## src/rtl/cp0_pkg.sv

```systemverilog
// Shared constants for the CP0 register block: register numbers, exception codes,
// Status/Cause field positions, reset values and MTC0 write masks.
package cp0_pkg;

   localparam logic [4:0] REG_BADVADDR = 5'd8;
   localparam logic [4:0] REG_COUNT    = 5'd9;
   localparam logic [4:0] REG_COMPARE  = 5'd11;
   localparam logic [4:0] REG_STATUS   = 5'd12;
   localparam logic [4:0] REG_CAUSE    = 5'd13;
   localparam logic [4:0] REG_EPC      = 5'd14;
   localparam logic [4:0] REG_PRID     = 5'd15;
   localparam logic [4:0] REG_CONFIG   = 5'd16;

   typedef enum logic [4:0] {
      EXC_INT  = 5'd0,
      EXC_ADEL = 5'd4,
      EXC_ADES = 5'd5,
      EXC_SYS  = 5'd8,
      EXC_BP   = 5'd9,
      EXC_RI   = 5'd10,
      EXC_OV   = 5'd12,
      EXC_TR   = 5'd13
   } exc_code_e;

   localparam int ST_IE     = 0;
   localparam int ST_EXL    = 1;
   localparam int ST_IM_LO  = 8;
   localparam int CA_EXC_LO = 2;
   localparam int CA_IP_LO  = 8;
   localparam int CA_HW_LO  = 10;
   localparam int CA_TI     = 30;
   localparam int CA_BD     = 31;

   localparam logic [31:0] STATUS_RST   = 32'h0040_0000;
   localparam logic [31:0] STATUS_WMASK = 32'h0000_FF03;
   localparam logic [31:0] CAUSE_WMASK  = 32'h0000_0300;

endpackage

```

## src/rtl/cp0_if.sv

```systemverilog
// Bus between the pipeline (MFC0/MTC0, exception/ERET commit) and the CP0 block.
interface cp0_if #(parameter int HW_INT_NUM = 6);
   logic                  we_i;
   logic [4:0]            waddr_i;
   logic [31:0]           wdata_i;
   logic [4:0]            raddr_i;
   logic [31:0]           rdata_o;
   logic [HW_INT_NUM-1:0] hw_int_i;
   logic                  exc_valid_i;
   logic [4:0]            exc_code_i;
   logic [31:0]           exc_pc_i;
   logic                  exc_bd_i;
   logic [31:0]           exc_badvaddr_i;
   logic                  eret_i;
   logic [31:0]           status_o;
   logic [31:0]           cause_o;
   logic [31:0]           epc_o;
   logic                  int_req_o;
   logic                  timer_int_o;

   modport master (
      output we_i, waddr_i, wdata_i, raddr_i, hw_int_i, exc_valid_i, exc_code_i,
             exc_pc_i, exc_bd_i, exc_badvaddr_i, eret_i,
      input  rdata_o, status_o, cause_o, epc_o, int_req_o, timer_int_o
   );

   modport slave (
      input  we_i, waddr_i, wdata_i, raddr_i, hw_int_i, exc_valid_i, exc_code_i,
             exc_pc_i, exc_bd_i, exc_badvaddr_i, eret_i,
      output rdata_o, status_o, cause_o, epc_o, int_req_o, timer_int_o
   );
endinterface

```

## src/rtl/cp0_timer.sv

```systemverilog
// Count/Compare timer with a programmable prescaler; ti latches on Count==Compare
// and is cleared only by a Compare write.
module cp0_timer #(
   parameter int COUNT_DIV = 2
) (
   input  logic        clk,
   input  logic        resetn,
   input  logic        count_we,
   input  logic [31:0] count_wdata,
   input  logic        compare_we,
   input  logic [31:0] compare_wdata,
   output logic [31:0] count,
   output logic [31:0] compare,
   output logic        ti
);

   localparam logic [3:0] LAST = 4'(COUNT_DIV - 1);

   logic [3:0] phase;
   logic       tick;

   assign tick = (phase == LAST);

   // A Count write restarts the prescaler so the new value holds a full period.
   always_ff @(posedge clk or negedge resetn) begin
      if (!resetn) begin
         phase <= '0;
         count <= '0;
      end else if (count_we) begin
         phase <= '0;
         count <= count_wdata;
      end else if (tick) begin
         phase <= '0;
         count <= count + 32'd1;
      end else begin
         phase <= phase + 4'd1;
      end
   end

   always_ff @(posedge clk or negedge resetn) begin
      if (!resetn) begin
         compare <= '0;
         ti      <= 1'b0;
      end else if (compare_we) begin
         compare <= compare_wdata;
         ti      <= 1'b0;
      end else if (count == compare) begin
         ti <= 1'b1;
      end
   end

endmodule

```

## src/rtl/cp0_unit.sv

```systemverilog
// CP0 register block (BadVAddr, Count, Compare, Status, Cause, EPC, PRId, Config).
// Define CP0_TIMER_EN to build the Count/Compare timer; otherwise both read 0 and TI is 0.
module cp0_unit
   import cp0_pkg::*;
#(
   parameter int          HW_INT_NUM = 6,
   parameter int          COUNT_DIV  = 2,
   parameter logic [31:0] PRID_VAL   = 32'h004C_0102,
   parameter logic [31:0] CONFIG_VAL = 32'h0000_8000
) (
   input logic  clk,
   input logic  resetn,
   cp0_if.slave bus
);

   logic [31:0]           status_q;
   logic [31:0]           epc_q;
   logic [31:0]           badvaddr_q;
   logic [1:0]            ip_sw_q;
   logic [HW_INT_NUM-1:0] ip_hw_q;
   logic                  bd_q;
   logic [4:0]            exc_code_q;

   logic [31:0] count;
   logic [31:0] compare;
   logic        ti;
   logic [7:0]  ip;
   logic [31:0] cause;
   logic        mtc0_ok;

   // Exception and ERET both pre-empt MTC0 to Status/Cause/EPC.
   assign mtc0_ok = bus.we_i & ~bus.exc_valid_i & ~bus.eret_i;

`ifdef CP0_TIMER_EN
   cp0_timer #(.COUNT_DIV(COUNT_DIV)) u_timer (
      .clk          (clk),
      .resetn       (resetn),
      .count_we     (bus.we_i && bus.waddr_i == REG_COUNT),
      .count_wdata  (bus.wdata_i),
      .compare_we   (bus.we_i && bus.waddr_i == REG_COMPARE),
      .compare_wdata(bus.wdata_i),
      .count        (count),
      .compare      (compare),
      .ti           (ti)
   );
`else
   assign count   = '0;
   assign compare = '0;
   assign ti      = 1'b0;
`endif

   always_ff @(posedge clk or negedge resetn) begin
      if (!resetn) begin
         status_q <= STATUS_RST;
      end else if (bus.exc_valid_i) begin
         status_q[ST_EXL] <= 1'b1;
      end else if (bus.eret_i) begin
         status_q[ST_EXL] <= 1'b0;
      end else if (mtc0_ok && bus.waddr_i == REG_STATUS) begin
         status_q <= (status_q & ~STATUS_WMASK) | (bus.wdata_i & STATUS_WMASK);
      end
   end

   // EPC/BD capture only the outermost exception; nested ones keep the original return point.
   always_ff @(posedge clk or negedge resetn) begin
      if (!resetn) begin
         epc_q      <= '0;
         bd_q       <= 1'b0;
         exc_code_q <= '0;
         ip_sw_q    <= '0;
      end else if (bus.exc_valid_i) begin
         exc_code_q <= bus.exc_code_i;
         if (!status_q[ST_EXL]) begin
            epc_q <= bus.exc_bd_i ? bus.exc_pc_i - 32'd4 : bus.exc_pc_i;
            bd_q  <= bus.exc_bd_i;
         end
      end else if (mtc0_ok && bus.waddr_i == REG_EPC) begin
         epc_q <= bus.wdata_i;
      end else if (mtc0_ok && bus.waddr_i == REG_CAUSE) begin
         ip_sw_q <= bus.wdata_i[CA_IP_LO +: 2];
      end
   end

   always_ff @(posedge clk or negedge resetn) begin
      if (!resetn) begin
         badvaddr_q <= '0;
         ip_hw_q    <= '0;
      end else begin
         ip_hw_q <= bus.hw_int_i;
         if (bus.exc_valid_i && (bus.exc_code_i == EXC_ADEL || bus.exc_code_i == EXC_ADES))
            badvaddr_q <= bus.exc_badvaddr_i;
      end
   end

   always_comb begin
      ip                  = '0;
      ip[1:0]             = ip_sw_q;
      ip[2 +: HW_INT_NUM] = ip_hw_q;
      ip[7]               = ip[7] | ti;
   end

   always_comb begin
      cause                       = '0;
      cause[CA_BD]                = bd_q;
      cause[CA_TI]                = ti;
      cause[CA_IP_LO +: 8]        = ip;
      cause[CA_EXC_LO +: 5]       = exc_code_q;
   end

   always_comb begin
      bus.rdata_o = '0;
      case (bus.raddr_i)
         REG_BADVADDR: bus.rdata_o = badvaddr_q;
         REG_COUNT:    bus.rdata_o = count;
         REG_COMPARE:  bus.rdata_o = compare;
         REG_STATUS:   bus.rdata_o = status_q;
         REG_CAUSE:    bus.rdata_o = cause;
         REG_EPC:      bus.rdata_o = epc_q;
         REG_PRID:     bus.rdata_o = PRID_VAL;
         REG_CONFIG:   bus.rdata_o = CONFIG_VAL;
         default:      bus.rdata_o = '0;
      endcase
   end

   assign bus.status_o    = status_q;
   assign bus.cause_o     = cause;
   assign bus.epc_o       = epc_q;
   assign bus.timer_int_o = ti;
   assign bus.int_req_o   = (|(ip & status_q[ST_IM_LO +: 8])) & status_q[ST_IE] & ~status_q[ST_EXL];

endmodule

```

## src/flat_wrapper.sv

```systemverilog
// flat-port wrapper written by rule: the top's interface ports become plain ports
module cp0_unit_flat import cp0_pkg::*;
#(
   parameter int          HW_INT_NUM = 6,
   parameter int          COUNT_DIV  = 2,
   parameter logic [31:0] PRID_VAL   = 32'h004C_0102,
   parameter logic [31:0] CONFIG_VAL = 32'h0000_8000
)
  (clk, resetn, bus_we_i, bus_waddr_i, bus_wdata_i, bus_raddr_i, bus_hw_int_i, bus_exc_valid_i, bus_exc_code_i, bus_exc_pc_i, bus_exc_bd_i, bus_exc_badvaddr_i, bus_eret_i, bus_rdata_o, bus_status_o, bus_cause_o, bus_epc_o, bus_int_req_o, bus_timer_int_o);
  cp0_if #(.HW_INT_NUM(HW_INT_NUM)) bus_i ();
  input logic clk;
  input logic resetn;
  input wire logic [$bits(bus_i.we_i)-1:0] bus_we_i;
  input wire logic [$bits(bus_i.waddr_i)-1:0] bus_waddr_i;
  input wire logic [$bits(bus_i.wdata_i)-1:0] bus_wdata_i;
  input wire logic [$bits(bus_i.raddr_i)-1:0] bus_raddr_i;
  input wire logic [$bits(bus_i.hw_int_i)-1:0] bus_hw_int_i;
  input wire logic [$bits(bus_i.exc_valid_i)-1:0] bus_exc_valid_i;
  input wire logic [$bits(bus_i.exc_code_i)-1:0] bus_exc_code_i;
  input wire logic [$bits(bus_i.exc_pc_i)-1:0] bus_exc_pc_i;
  input wire logic [$bits(bus_i.exc_bd_i)-1:0] bus_exc_bd_i;
  input wire logic [$bits(bus_i.exc_badvaddr_i)-1:0] bus_exc_badvaddr_i;
  input wire logic [$bits(bus_i.eret_i)-1:0] bus_eret_i;
  output wire logic [$bits(bus_i.rdata_o)-1:0] bus_rdata_o;
  output wire logic [$bits(bus_i.status_o)-1:0] bus_status_o;
  output wire logic [$bits(bus_i.cause_o)-1:0] bus_cause_o;
  output wire logic [$bits(bus_i.epc_o)-1:0] bus_epc_o;
  output wire logic [$bits(bus_i.int_req_o)-1:0] bus_int_req_o;
  output wire logic [$bits(bus_i.timer_int_o)-1:0] bus_timer_int_o;
  assign bus_i.we_i = bus_we_i;
  assign bus_i.waddr_i = bus_waddr_i;
  assign bus_i.wdata_i = bus_wdata_i;
  assign bus_i.raddr_i = bus_raddr_i;
  assign bus_i.hw_int_i = bus_hw_int_i;
  assign bus_i.exc_valid_i = bus_exc_valid_i;
  assign bus_i.exc_code_i = bus_exc_code_i;
  assign bus_i.exc_pc_i = bus_exc_pc_i;
  assign bus_i.exc_bd_i = bus_exc_bd_i;
  assign bus_i.exc_badvaddr_i = bus_exc_badvaddr_i;
  assign bus_i.eret_i = bus_eret_i;
  assign bus_rdata_o = bus_i.rdata_o;
  assign bus_status_o = bus_i.status_o;
  assign bus_cause_o = bus_i.cause_o;
  assign bus_epc_o = bus_i.epc_o;
  assign bus_int_req_o = bus_i.int_req_o;
  assign bus_timer_int_o = bus_i.timer_int_o;
  cp0_unit #(.HW_INT_NUM(HW_INT_NUM), .COUNT_DIV(COUNT_DIV), .PRID_VAL(PRID_VAL), .CONFIG_VAL(CONFIG_VAL)) u_core (.clk(clk), .resetn(resetn), .bus(bus_i));
endmodule
```

## config.mk

```make
export PLATFORM = sky130hd
export DESIGN_NAME = cp0_unit_flat
export DESIGN_NICKNAME = d
export VERILOG_FILES = /design/src/rtl/cp0_pkg.sv /design/src/rtl/cp0_if.sv /design/src/rtl/cp0_timer.sv /design/src/rtl/cp0_unit.sv /design/src/flat_wrapper.sv
export SDC_FILE = /design/constraint.sdc
export NUM_CORES = 1
export LEC_CHECK = 0
export BUFFER_PORTS_ARGS = -buffer_cell sky130_fd_sc_hd__buf_2
export CAP_MARGIN = 10
export CORE_ASPECT_RATIO = 0.75
export CORE_MARGIN = 4
export CORE_UTILIZATION = 48
export CTS_BUF_LIST = sky130_fd_sc_hd__clkbuf_2
export DETAILED_ROUTE_END_ITERATION = 6
export PLACE_DENSITY = 0.9
export SYNTH_ARGS = -nofsm -noshare
export SYNTH_HDL_FRONTEND = slang
export SYNTH_HIERARCHICAL = 1
export SYNTH_SLANG_ARGS = --single-unit
```

## constraint.sdc

```tcl
create_clock -name clk -period 2.7 [get_ports clk]
set_clock_uncertainty 0.15 [all_clocks]
set_input_delay 0.54 -clock clk [delete_from_list [all_inputs] [get_ports clk]]
set_output_delay 0.54 -clock clk [all_outputs]
set_load 0.02 [all_outputs]
```

==> run metrics <==
worst-margin pin slew=0.615 ns; Reg2Reg Depth=5; final worst path period need=2.62 ns; Peak Freq=382 MHz; worst setup margin=0.0832 ns; die extent in x=126 microns; period utilisation layout=0.969; Crit Path Max Fanout=9; Clock Tree Buf Depth=2; CP bufs+invs=4; Slew HR=0.589; Leakage=3.22 nW; Area Growth Syn to Fin=27.5%; worst-skew pair later-pin latency=0.53 ns; CP dominant cell by count=buf_2; most common cell in the synthesized netlist=dfrtp_1; DRC viols=0; H-tree Lvls=3; DRT iter0 DRCs=373; largest net degree at the start of global routing=81; Worst Setup End Kind=output pin; fraction of layout cells with a size suffix above 1=0.435; vias=4825; Worst Hold Class=input port to flop; biggest area consumer among synthesized cells=dfrtp_1; Tot GR Track Use=0.270; core area=0.0103 sq mm; slowest stage cell, crit path=nor2_2; post-detail-place hpwl=13400 microns; Routed WL per cell=19.4 microns; Die Span Y=96.8 microns; M2 GR Usage=0.444; combinational group share of total power=0.282; worst r2r src=u_core/bus.status_o[1]; CP max stage delay=0.35 ns; CTS Buf Count=9; internal power=0.00204 W; Clk network pwr share=0.185; IO Port Bufs=211; Reg2Reg Setup Slack=0.89 ns; Syn Std Cell Area=0.00504 sq mm; I/O pin cnt=253; critical path class=input port to output pin; first-pass GRT wire length=26400 microns; Rows=32; PwrDens=503 mW/mm^2; hold path depth=2; Total Wirelength=16800 microns; Placement Setup Slack=-0.107 ns; Sequential Power Share=0.533; final setup vio count=0; Hold Startpoint=bus_exc_badvaddr_i[10]; Final Hold Viols=0; VDD IR max=201 uV; fin nets=850; Syn. warnings=6; Hold EP=u_core/badvaddr_q[10]; # Post-CTS Setup Buffers=0; initial antenna violation count=1; post-synth top area share=0.437; Sw Share=0.369; register area share after synthesis=0.437; startpoint types=input port; R2R Path End=u_core/bus.epc_o[15]; EDFF count, synth=0; GR Util met1=0.363; Commonest cells post-synth=88 x dfrtp_1, 48 x mux2_2, 43 x buf_4, 40 x nand2_1, 30 x o21ai_0; die area=0.0122 sq mm; Arr. time, crit path=1.93 ns; Post-synth ARST share=1.00; Max Slew Vio Count=0; Top Family by Delay on Critical Path=simple AND/OR/NAND/NOR gates; post-synth cell types=57; total gr overflow=0; drt first pass iters=5; Root Buffer=clkbuf_2; Antenna Cells=0; CTS tree=built; RSZ-0062 raised after global routing=no; met3 Use GR=0.0552; placer congestion estimate=0.912; Cell Chain, Critical Path=buf_2 -> nand3b_1 -> nor2_2 -> buf_4 -> a222oi_1 -> inv_1 -> buf_2; Reg clk slew, reported paths=0.26 ns; syn_area_per_cell=10.2 sq um; top post-synthesis cells by area=dfrtp_1 44%, mux2_2 11%, buf_4 6.4%; Via density=5.57; Switching Power=0.00119 W; Critical Path RT=2.01 ns; vias in the first global route=4866; Initial Util=0.490; FF+latch count, synth=88; antenna-violating nets left=0; outcome=finished clean; ys flop type=dfrtp_1; grt peak-use layer=met2; Mapped Cells=497; worst hold slack=0.0362 ns; CTS sink cnt=88; max cap viols=0
[layout make-up]
| class | count | area, sq um |
|---|---|---|
| Fill cell | 865 | 3860 |
| Inverter | 12 | 45.0 |
| Clock inverter | 6 | 46.3 |
| Clock buffer | 10 | 50.0 |
| Multi-Input combinational cell | 368 | 2540 |
| Sequential cell | 88 | 2200 |
| Timing Repair Buffer | 247 | 1380 |
| Tap cell | 136 | 170 |
[stage by stage]
step | cells | utilization | area [sq um] | setup TNS [ns] | total power (W)
finish | 867 | 0.625 | 6430 | 0 | 0.00324
global route | 867 | 0.625 | 6430 | 0 | 0.00341
CTS | 866 | 0.623 | 6410 | 0 | 0.00324
detailed placement | 843 | 0.607 | 6250 | -0.125 | 0.00265
global placement | 843 | 0.607 | 6250 | 0 | 0.00260
floorplan | 536 | - | 5190 | 0 | 0.00226
[power groups by stage]
stage / registers (W) / logic [W] / clock network [W]
floorplan: 0.00183 / 0.000434 / 0
detailed placement: 0.00175 / 0.000902 / 0
global route: 0.00175 / 0.000988 / 0.000671
global placement: 0.00173 / 0.000874 / 0
CTS: 0.00172 / 0.000912 / 0.000612
finish: 0.00172 / 0.000914 / 0.000599
[per-layer routing]
layer	share of wire	wire length, microns
met5	0.00077	13
met4	0.016	276
met3	0.087	1470
met2	0.48	8050
met1	0.42	7030
[repair_timing]
| item | CTS | global route |
|---|---|---|
| gates resized for setup | 0 | 3 |
| setup endpoints to repair | 0 | 3 |
| hold endpoints to repair | 94 | 1 |
| hold buffers | 7 | 1 |
[cell families after synthesis]
| family | after synthesis | share of synthesized area |
|---|---|---|
| AOI/OAI and AO/OA | 113 | 0.154 |
| xor gates and xnor gates | 23 | 0.0399 |
| adders and majority gates | 1 | 0.00248 |
| buffers and inverters | 80 | 0.0930 |
| DFF | 88 | 0.437 |
| muxes | 57 | 0.125 |
| other | 2 | 0.00149 |
| and+or+nand+nor | 133 | 0.148 |
[cells in the final DEF, fill, tap and decap left out, types with 5 or more instances in the layout]
master	n
a222oi_1	8
mux2_2	48
nor3_1	14
nor4_1	7
or3_1	7
a21oi_1	13
nand2_1	40
o211ai_1	7
dlygate4sd3_1	8
a22o_1	15
nand3_1	10
nor2_1	19
conb_1	41
buf_4	28
dfrtp_1	87
clkbuf_2	10
xnor2_1	19
a22oi_1	20
inv_1	11
nor2b_1	5
o21ai_0	30
buf_2	209
mux2i_1	9
[worst register-to-register path, delay by kind of cell (launching register included)]
| family | cells | cell delay (ns) |
|---|---|---|
| DFF | 1 | 0.51 |
| buffers and inverters | 1 | 0.32 |
| and+or+nand+nor | 2 | 0.19 |
| AOI/OAI and AO/OA | 2 | 0.58 |
[registers in the layout, indices dropped and copies added (netlist names)]
| signal | cells |
|---|---|
| u_core/badvaddr_q | 32 |
| u_core/ip_sw_q | 2 |
| u_core/ip_hw_q | 6 |
| u_core/bus.status_o | 10 |
| u_core/exc_code_q | 5 |
| u_core/bus.epc_o | 32 |
| u_core/bd_q | 1 |
[how the worst max path moves through the flow]
stage / from / endpoint / slack [ns] / cells past startpoint
finish: bus_raddr_i[4] / bus_rdata_o[0] / 0.08 / 7
global route: u_core/badvaddr_q[19] / bus_rdata_o[19] / 0.005 / 3
CTS: u_core/badvaddr_q[19] / bus_rdata_o[19] / 0.1 / 3
detailed placement: bus_exc_pc_i[8] / u_core/bus.epc_o[17] / -0.11 / 6
global placement: bus_exc_pc_i[8] / u_core/bus.epc_o[17] / 0.02 / 6
floorplan: bus_exc_bd_i / u_core/bus.epc_o[17] / 0.15 / 7
No activity file was read; power rests on OpenSTA's default activity.
